==> src/rtl/char_pixel_shifter_pkg.sv <==
// Shared constants and fetch-state encoding for the character pixel shifter.
package char_pixel_shifter_pkg;
    localparam int PIX_BITS      = 4;
    localparam int PAL_BITS      = 4;
    localparam int PIX_PER_TILE  = 8;
    localparam int WORDS_PER_ROW = 2;
    localparam int ROW_BITS      = PIX_BITS * PIX_PER_TILE;
    localparam int WORD_BITS     = ROW_BITS / WORDS_PER_ROW;
    localparam int CNT_BITS      = $clog2(PIX_PER_TILE + 1);

    typedef enum logic [2:0] {
        ST_IDLE,
        ST_REQ_LO,
        ST_REQ_HI,
        ST_CAPTURE,
        ST_HOLD
    } fetch_state_t;
endpackage

==> src/rtl/char_pixel_serializer.sv <==
// Eight-pixel shift register with valid/ready output; pixel 0 sits in the top nibble.
module char_pixel_serializer
    import char_pixel_shifter_pkg::*;
(
    input  logic                         clk,
    input  logic                         reset_n,
    input  logic                         i_flush,
    input  logic                         i_load,
    input  logic [ROW_BITS-1:0]          i_pixels,
    input  logic [PAL_BITS-1:0]          i_palette,
    input  logic                         i_pixel_ready,
    output logic                         o_pixel_valid,
    output logic [PAL_BITS+PIX_BITS-1:0] o_pixel_out,
    output logic                         o_loadable
);
    logic [CNT_BITS-1:0] r_count;
    logic [ROW_BITS-1:0] r_shift;
    logic [PAL_BITS-1:0] r_pal;
    logic                w_xfer;

    assign o_pixel_valid = (r_count != '0);
    assign o_pixel_out   = {r_pal, r_shift[ROW_BITS-1 -: PIX_BITS]};
    assign w_xfer        = o_pixel_valid && i_pixel_ready;
    // Loading while the last pixel leaves keeps tile-to-tile output gapless.
    assign o_loadable    = (r_count == '0) || ((r_count == CNT_BITS'(1)) && i_pixel_ready);

    always_ff @(posedge clk) begin
        if (!reset_n) begin
            r_count <= '0;
            r_shift <= '0;
            r_pal   <= '0;
        end else if (i_flush) begin
            r_count <= '0;
        end else if (i_load) begin
            r_count <= CNT_BITS'(PIX_PER_TILE);
            r_shift <= i_pixels;
            r_pal   <= i_palette;
        end else if (w_xfer) begin
            r_count <= r_count - CNT_BITS'(1);
            r_shift <= {r_shift[ROW_BITS-PIX_BITS-1:0], {PIX_BITS{1'b0}}};
        end
    end
endmodule

==> src/rtl/char_pixel_shifter.sv <==
// Fetches one 8-pixel character row as two ROM words and streams it out with palette.
module char_pixel_shifter
    import char_pixel_shifter_pkg::*;
#(
    parameter int TILE_BITS = 6,
    parameter int ADDR_BITS = 10
) (
    input  logic                 clk,
    input  logic                 reset_n,
    input  logic                 tile_valid,
    output logic                 tile_ready,
    input  logic [TILE_BITS-1:0] tile_index,
    input  logic [2:0]           tile_row,
    input  logic [3:0]           tile_palette,
    input  logic                 flush,
    output logic [ADDR_BITS-1:0] rom_address,
    input  logic [15:0]          rom_data,
    output logic                 pixel_valid,
    input  logic                 pixel_ready,
    output logic [7:0]           pixel_out
);
    fetch_state_t          r_state, w_next;
    logic [TILE_BITS-1:0]  r_tile;
    logic [2:0]            r_row;
    logic [PAL_BITS-1:0]   r_pal;
    logic [WORD_BITS-1:0]  r_lo_word;
    logic [ROW_BITS-1:0]   r_stage_pix;
    logic [PAL_BITS-1:0]   r_stage_pal;
    logic [ADDR_BITS-1:0]  r_rom_address;
    logic                  w_accept, w_load, w_loadable;
    logic [ROW_BITS-1:0]   w_load_pix;
    logic [PAL_BITS-1:0]   w_load_pal;

    assign tile_ready  = reset_n && (r_state == ST_IDLE) && !flush;
    assign w_accept    = tile_valid && tile_ready;
    assign rom_address = r_rom_address;

    always_ff @(posedge clk) begin
        if (!reset_n) r_state <= ST_IDLE;
        else          r_state <= w_next;
    end

    always_comb begin
        w_next     = r_state;
        w_load     = 1'b0;
        w_load_pix = {r_lo_word, rom_data};
        w_load_pal = r_pal;
        case (r_state)
            ST_IDLE:    if (w_accept) w_next = ST_REQ_LO;
            ST_REQ_LO:  w_next = ST_REQ_HI;
            ST_REQ_HI:  w_next = ST_CAPTURE;
            ST_CAPTURE: begin
                if (w_loadable) begin
                    w_load = 1'b1;
                    w_next = ST_IDLE;
                end else begin
                    w_next = ST_HOLD;
                end
            end
            ST_HOLD: begin
                w_load_pix = r_stage_pix;
                w_load_pal = r_stage_pal;
                if (w_loadable) begin
                    w_load = 1'b1;
                    w_next = ST_IDLE;
                end
            end
            default:    w_next = ST_IDLE;
        endcase
        if (flush) begin
            w_next = ST_IDLE;
            w_load = 1'b0;
        end
    end

    // Address is registered one state ahead so the ROM's one-cycle latency
    // lines up: low word arrives in REQ_HI, high word in CAPTURE.
    always_ff @(posedge clk) begin
        if (!reset_n) begin
            r_tile        <= '0;
            r_row         <= '0;
            r_pal         <= '0;
            r_lo_word     <= '0;
            r_stage_pix   <= '0;
            r_stage_pal   <= '0;
            r_rom_address <= '0;
        end else begin
            if (w_accept) begin
                r_tile        <= tile_index;
                r_row         <= tile_row;
                r_pal         <= tile_palette;
                r_rom_address <= {tile_index, tile_row, 1'b0};
            end
            if (r_state == ST_REQ_LO && !flush)
                r_rom_address <= {r_tile, r_row, 1'b1};
            if (r_state == ST_REQ_HI)
                r_lo_word <= rom_data;
            if (flush) begin
                r_stage_pix <= '0;
                r_stage_pal <= '0;
            end else if (r_state == ST_CAPTURE && !w_loadable) begin
                r_stage_pix <= {r_lo_word, rom_data};
                r_stage_pal <= r_pal;
            end
        end
    end

    char_pixel_serializer u_ser (
        .clk           (clk),
        .reset_n       (reset_n),
        .i_flush       (flush),
        .i_load        (w_load),
        .i_pixels      (w_load_pix),
        .i_palette     (w_load_pal),
        .i_pixel_ready (pixel_ready),
        .o_pixel_valid (pixel_valid),
        .o_pixel_out   (pixel_out),
        .o_loadable    (w_loadable)
    );
endmodule

==> config.mk <==
export PLATFORM = sky130hd
export DESIGN_NAME = char_pixel_shifter
export DESIGN_NICKNAME = d
export VERILOG_FILES = /design/src/rtl/char_pixel_shifter_pkg.sv /design/src/rtl/char_pixel_serializer.sv /design/src/rtl/char_pixel_shifter.sv
export SDC_FILE = /design/constraint.sdc
export NUM_CORES = 1
export LEC_CHECK = 0
export BUFFER_PORTS_ARGS = -buffer_cell sky130_fd_sc_hd__buf_2
export CORE_MARGIN = 4
export CORE_UTILIZATION = 56
export DETAILED_ROUTE_END_ITERATION = 10
export GPL_TIMING_DRIVEN = 0
export PLACE_DENSITY = 0.81
export SKIP_CTS_REPAIR_TIMING = 1
export SYNTH_ARGS = -nofsm -noshare
export SYNTH_HDL_FRONTEND = slang
export SYNTH_SLANG_ARGS = --single-unit
==> constraint.sdc <==
create_clock -name clk -period 3.83 [get_ports clk]
set_input_delay 0.5745 -clock clk [delete_from_list [all_inputs] [get_ports clk]]
set_output_delay 0.5745 -clock clk [all_outputs]
set_load 0.01 [all_outputs]
* Word-level counts from Yosys, hierarchy flattened
Index checks and enable logic that the tools add are counted.
Widths: inputs -> output; s select.
** Storage, ports and cells
- Register bits after elaboration :: 118
- Bits in latches :: 0
- RAM bits :: 0
- Bits in read-only memories :: 0
- Input port bits :: 34
- Output and inout port bits :: 20
- Logic and storage cells :: 58
- Memories kept :: 0
** Cells by class
- Add/sub/neg operators :: 1
- Multipliers :: 0
- Div/mod/pow operators :: 0
- $lt $le $gt $ge :: 0
- Equality and inequality tests :: 7
- Shift-type cells :: 0
- Mux-type cells :: 15
- Bitwise logic cells :: 2
- Reductions and logical operators :: 21
** Operators by type and width (count)
- $mux 32 :: 3
- $mux 10 :: 2
- $pmux 3 s5 :: 1
- $mux 4 :: 3
- $mux 3 :: 3
- $logic_and 1x1->1 :: 7
- $eq 3x2->1 const B :: 2
- $reduce_and 2->1 :: 3
- $eq 4x1->1 const B :: 1
- $logic_not 4->1 :: 1
- $ne 2x2->1 const B :: 2
- $reduce_bool 2->1 :: 2
- $reduce_bool 4->1 :: 1
- $reduce_or 2->1 :: 2
- $sub 4x1->4 const B :: 1
- $eq 3x1->1 const B :: 1
- $eq 3x3->1 const B :: 1
- $logic_not 3->1 :: 1
- $mux 1 :: 3
- $reduce_or 3->1 :: 1
- $logic_not 1->1 :: 2
- $not 1->1 :: 2
- $logic_or 1x1->1 :: 1

* Depth between registers and ports, before layout
- Word-level depth :: 8
- Depth in mapped cells :: 9
- Gate-level depth less buffers :: 6

* Modules after synthesis
Synthesis repeated with hierarchy kept, for this count alone.
** Second synthesis, totals
- Cell total of the unflattened synthesis :: 592
- Area, all modules :: 5353.9 um^2
** By module, submodules not included
- char_pixel_shifter :: instances 1, cells an instance 393, area each 3359.5 um^2
- char_pixel_serializer :: instances 1, cells an instance 199, area each 1994.4 um^2

* Least setup slack after synthesis
Ideal clock, no wire load.
- Path kind :: input -> output
- Start :: input port flush
- End :: output port tile_ready
- Arrival time :: 1.379 ns
- Required time :: 3.256 ns
- Path slack :: 1.876 ns
- Cell stages on the path :: 4
- Buffers on the path :: 2
- Path through :: nand2b_1 -> clkbuf_1 -> clkbuf_1 -> nor4_1
** Between the ends
- Word-level cells in the longest chain between the ends :: 2
** RTL lines
- start: declaration :: line char_pixel_shifter.sv:15 : input logic flush,
- $logic_not 1->1 :: line char_pixel_shifter.sv:34 : assign tile_ready = reset_n && (r_state == ST_IDLE) && !flush;
- $logic_and 1x1->1 :: line char_pixel_shifter.sv:34
- end: declaration :: line char_pixel_shifter.sv:11 : output logic tile_ready,
Every way passes these cells.

* Final worst setup path
- Start :: register u_ser.r_count[0]
- End :: output port pixel_valid
** Between the ends
- Word-level cells in the longest chain between the ends :: 1
** RTL lines
- start: declaration :: line char_pixel_serializer.sv:16 : logic [CNT_BITS-1:0] r_count;
- start signal: assignment :: line char_pixel_serializer.sv:35 : r_count <= CNT_BITS'(PIX_PER_TILE);
- start signal: assignment :: line char_pixel_serializer.sv:39 : r_count <= r_count - CNT_BITS'(1);
- $reduce_bool 4->1 :: line char_pixel_serializer.sv:21 : assign o_pixel_valid = (r_count != '0);
- end: declaration :: line char_pixel_shifter.sv:18 : output logic pixel_valid,
Every way passes these cells.

==> flow_summary_export.csv <==
group,metric,value,unit
outcome,run_status,"completed",
worst_setup_path,cp.depth,5,
worst_setup_path,critical_path.max_stage_delay,450,ps
logic_synthesis,yosysWarnings,0,
floorplanning,top_level_ports,54,
hold_path,hp-class,"in2reg",
clock_tree,clock_tree.buffer_depth,2,
route,detail_route.first_pass.iterations,5,
clock_tree,clock-root-buffer,"sky130_fd_sc_hd__clkbuf_8",
timing,period_share,65.7,%
clock_tree,worstSkewPairLatency,530,ps
route,via_count,4676,
global_routing,globalRoute.totalOverflow,0,
worst_setup_path,path_buf_inv,3,
clock_tree,htree_num_levels,4,
timing,fin_tns_setup,0,ps
timing,worst_slew_margin_rel,46.4,%
route,wl,13600,um
route,drt_iter0_markers,308,
logic_synthesis,synth_fp_nets,650,
floorplanning,placement_rows,34,
logic_synthesis,ys_seq_elements,118,
route,avgViaCountPerCell,5.80,
timing,timing_worst_slew_pin_value,801,ps
route,post_drt_wl_per_cell,16.8,um
clock_tree,cts-buffers-inserted,17,
logic_synthesis,synth.area.top_cells,"sky130_fd_sc_hd__dfxtp_1, sky130_fd_sc_hd__nand2_1, sky130_fd_sc_hd__a21oi_1, sky130_fd_sc_hd__mux2_4, sky130_fd_sc_hd__a31oi_1",
route,drt.antenna.violating_nets,0,
final_layout,post-route-cell-area,6060,sq um
logic_synthesis,yosys_most_used_dff,"sky130_fd_sc_hd__dfxtp_1",
logic_synthesis,synth.lib_cells_used.distinct,40,
floorplanning,die_width,103,um
global_routing,antenna_found_initial,0,
clock_tree,tritoncts,"done",
power_and_ir_drop,power.clock.fraction,55.1,%
timing,final-hold-violation-count,0,
floorplanning,initial_utilization,57.7,%
final_layout,post_route_cells_drive_above_1_share,21.5,%
final_layout,area.sequential,2360,sq um
global_routing,maximum_number_of_pins_on_one_net_before_global_route_repair,17,
final_layout,nets_final,722,
worst_setup_path,critical_path.slowest_cell,"sky130_fd_sc_hd__or3b_2",
worst_setup_path,crit_path_cell_trace,"inv_1 -> ha_1 -> or3b_2 -> clkbuf_2 -> buf_2",
place,io_buffers,53,
timing,finalMaxSlewViolations,0,
power_and_ir_drop,ir_drop,337,uV
power_and_ir_drop,power.sequential.fraction,40.9,%
worst_setup_path,origin_of_the_worst_setup_path,"u_ser.r_count[0]",
timing,rsz_0062_raised_after_global_routing,"no",
clock_tree,clock_sink_count,118,
logic_synthesis,synthMostInstantiatedCell,"sky130_fd_sc_hd__nand2_1",
timing,max_freq,397,MHz
logic_synthesis,synth_largest_type_area_fraction,46.9,%
worst_setup_path,critical_path_peak_fanout,7,
timing,number_of_setup_violations_in_the_final_report,0,
worst_setup_path,crit_family,"simple AND/OR/NAND/NOR gates",
run,max_cap_viol_count,0,
power_and_ir_drop,power.switching_fraction,22.5,%
floorplanning,die_height,103,um
hold_path,holdCritStartpoint,"tile_palette[2]",
hold_path,worstHoldPathCells,3,
worst_setup_path,critPathCaptureType,"output port",
logic_synthesis,post_synth_instance_area,5030,sq um
logic_synthesis,synth_largest_area_cell,"sky130_fd_sc_hd__dfxtp_1",
global_routing,grt_util_all_layers,26.8,%
logic_synthesis,synth-async-reset-ratio,0,%
power_and_ir_drop,power.switching,0.687,mW
logic_synthesis,synth_enable_flop_cells,0,
place,dpl-instance-area,5430,sq um
timing,clock-skew-final,7.55,ps
worst_setup_path,critical_path.reg2reg.startpoint,"r_state[0]",
route,drt_drc_violations_left,0,
global_routing,first_global_vias,4523,
floorplanning,core,8720,sq um
power_and_ir_drop,p_int,2.37,mW
worst_setup_path,worstPathRequired,3260,ps
timing,period_minus_slack,2520,ps
worst_setup_path,critPathArrivalTime,1940,ps
place,detailedPlacementHpwl,9150,um
final_layout,flow.area_growth_from_synthesis,20.3,%
logic_synthesis,ys_top_cells_by_count,"sky130_fd_sc_hd__nand2_1, sky130_fd_sc_hd__dfxtp_1, sky130_fd_sc_hd__a21oi_1",
floorplanning,die_area,10600,sq um
global_routing,grt_first_pass_wirelength,21700,um
worst_setup_path,start_kind,"flip-flop",
power_and_ir_drop,pwr-share-comb,4.1,%
final_layout,nFillCells,651,
power_and_ir_drop,power_density,504,nW/um^2
final_layout,multiInputGateArea,2370,sq um
power_and_ir_drop,leakagePower,2.24,nW
place,gp_routability_congestion,0.854,
logic_synthesis,synth_area_per_cell,8.20,sq um
worst_setup_path,worstRegToRegCells,6,
final_layout,antenna_cells,0,
worst_setup_path,crit_path_category,"reg2out",
logic_synthesis,seq_area_frac_synth,46.9,%
logic_synthesis,syn-instance-count,614,
clock_tree,clkTransAtPathRegs,60,ps
[kinds of logic (layout without fill, tap and decap cells)]
group	count (synthesis)	in the layout	share of synthesized area [%]
adders and majority gates	2	2	0.497
xor gates and xnor gates	3	3	0.522
AOI/OAI and AO/OA	151	151	17.0
buffers and inverters	54	138	5.94
and+or+nand+nor	254	254	20.4
muxes	32	32	8.72
DFF	118	118	46.9
[final timing paths]
path,to,slack (ps)
worst max-delay path,pixel_valid,1310
worst max register to register,u_ser.r_shift[7],1680
worst min register to register,r_tile[4],450
worst min-delay path,r_pal[2],280
[layout by cell type (no fill, tap or decap), types with 4 or more instances in the layout]
| cell | count |
|---|---|
| sky130_fd_sc_hd__a31oi_1 | 37 |
| sky130_fd_sc_hd__buf_4 | 5 |
| sky130_fd_sc_hd__o21ai_0 | 8 |
| sky130_fd_sc_hd__clkbuf_1 | 25 |
| sky130_fd_sc_hd__a311oi_1 | 5 |
| sky130_fd_sc_hd__dfxtp_1 | 118 |
| sky130_fd_sc_hd__o21ai_1 | 19 |
| sky130_fd_sc_hd__buf_2 | 64 |
| sky130_fd_sc_hd__nor2_1 | 10 |
| sky130_fd_sc_hd__clkbuf_16 | 16 |
| sky130_fd_sc_hd__mux2_4 | 21 |
| sky130_fd_sc_hd__mux2_2 | 11 |
| sky130_fd_sc_hd__buf_6 | 5 |
| sky130_fd_sc_hd__nand2_1 | 220 |
| sky130_fd_sc_hd__inv_6 | 4 |
| sky130_fd_sc_hd__a21oi_1 | 74 |
| sky130_fd_sc_hd__bufinv_16 | 4 |
| sky130_fd_sc_hd__nand3_1 | 5 |
[routing by layer]
layer,share of wire [%],track usage (%)
met1,42,33.4
met2,48,44.0
met3,7.6,7.92
met4,2.5,9.96
met5,0,0
[power groups by stage]
stage / sequential [mW] / combinational [mW] / clock [mW]
finish: 1.25 / 0.124 / 1.68
global route: 1.25 / 0.136 / 1.74
CTS: 1.25 / 0.122 / 1.68
detailed placement: 1.27 / 0.120 / 0
global placement: 1.27 / 0.117 / 0
floorplan: 1.27 / 0.0669 / 0
[per-stage QoR]
| stage | setup WS [ps] | hold slack [ps] | total power [mW] | cells | utilization, % |
|---|---|---|---|---|---|
| after floorplan | 1880 | 433 | 1.34 | 614 | - |
| after global placement | 1570 | 438 | 1.39 | 775 | 62.3 |
| after detailed placement | 1570 | 443 | 1.39 | 775 | 62.3 |
| after CTS | 1320 | 278 | 3.05 | 806 | 69.5 |
| after global routing | 1240 | 285 | 3.12 | 806 | 69.5 |
| final | 1310 | 284 | 3.06 | 806 | 69.5 |
[state kept, by name (all words and copies together) (netlist names)]
| signal | count |
|---|---|
| u_ser.r_count | 4 |
| u_ser.r_pal | 4 |
| r_tile | 6 |
| r_row | 3 |
| r_stage_pix | 32 |
| r_pal | 4 |
| r_lo_word | 16 |
| rom_address | 10 |
| r_state | 3 |
| u_ser.r_shift | 32 |
| r_stage_pal | 4 |
[area by class of cell]
type / instances / area share [%]
clock inverters: 13 / 3.22
inverters: 3 / 0.186
flip-flops and latches: 118 / 39.0
multi-input cells: 442 / 39.2
clock buffers: 18 / 7.06
well taps: 108 / 2.23
plain buffers: 51 / 4.75
repair buffers: 53 / 4.38
[worst reg2reg max path: stages (launching register included)]
cell	delay [ps]
sky130_fd_sc_hd__dfxtp_1	290
sky130_fd_sc_hd__buf_2	170
sky130_fd_sc_hd__nor3b_2	670
sky130_fd_sc_hd__o211ai_2	280
sky130_fd_sc_hd__clkbuf_2	270
sky130_fd_sc_hd__o21ai_0	250
sky130_fd_sc_hd__a31oi_1	70
Note: power is estimated with default switching activity, not from simulation.
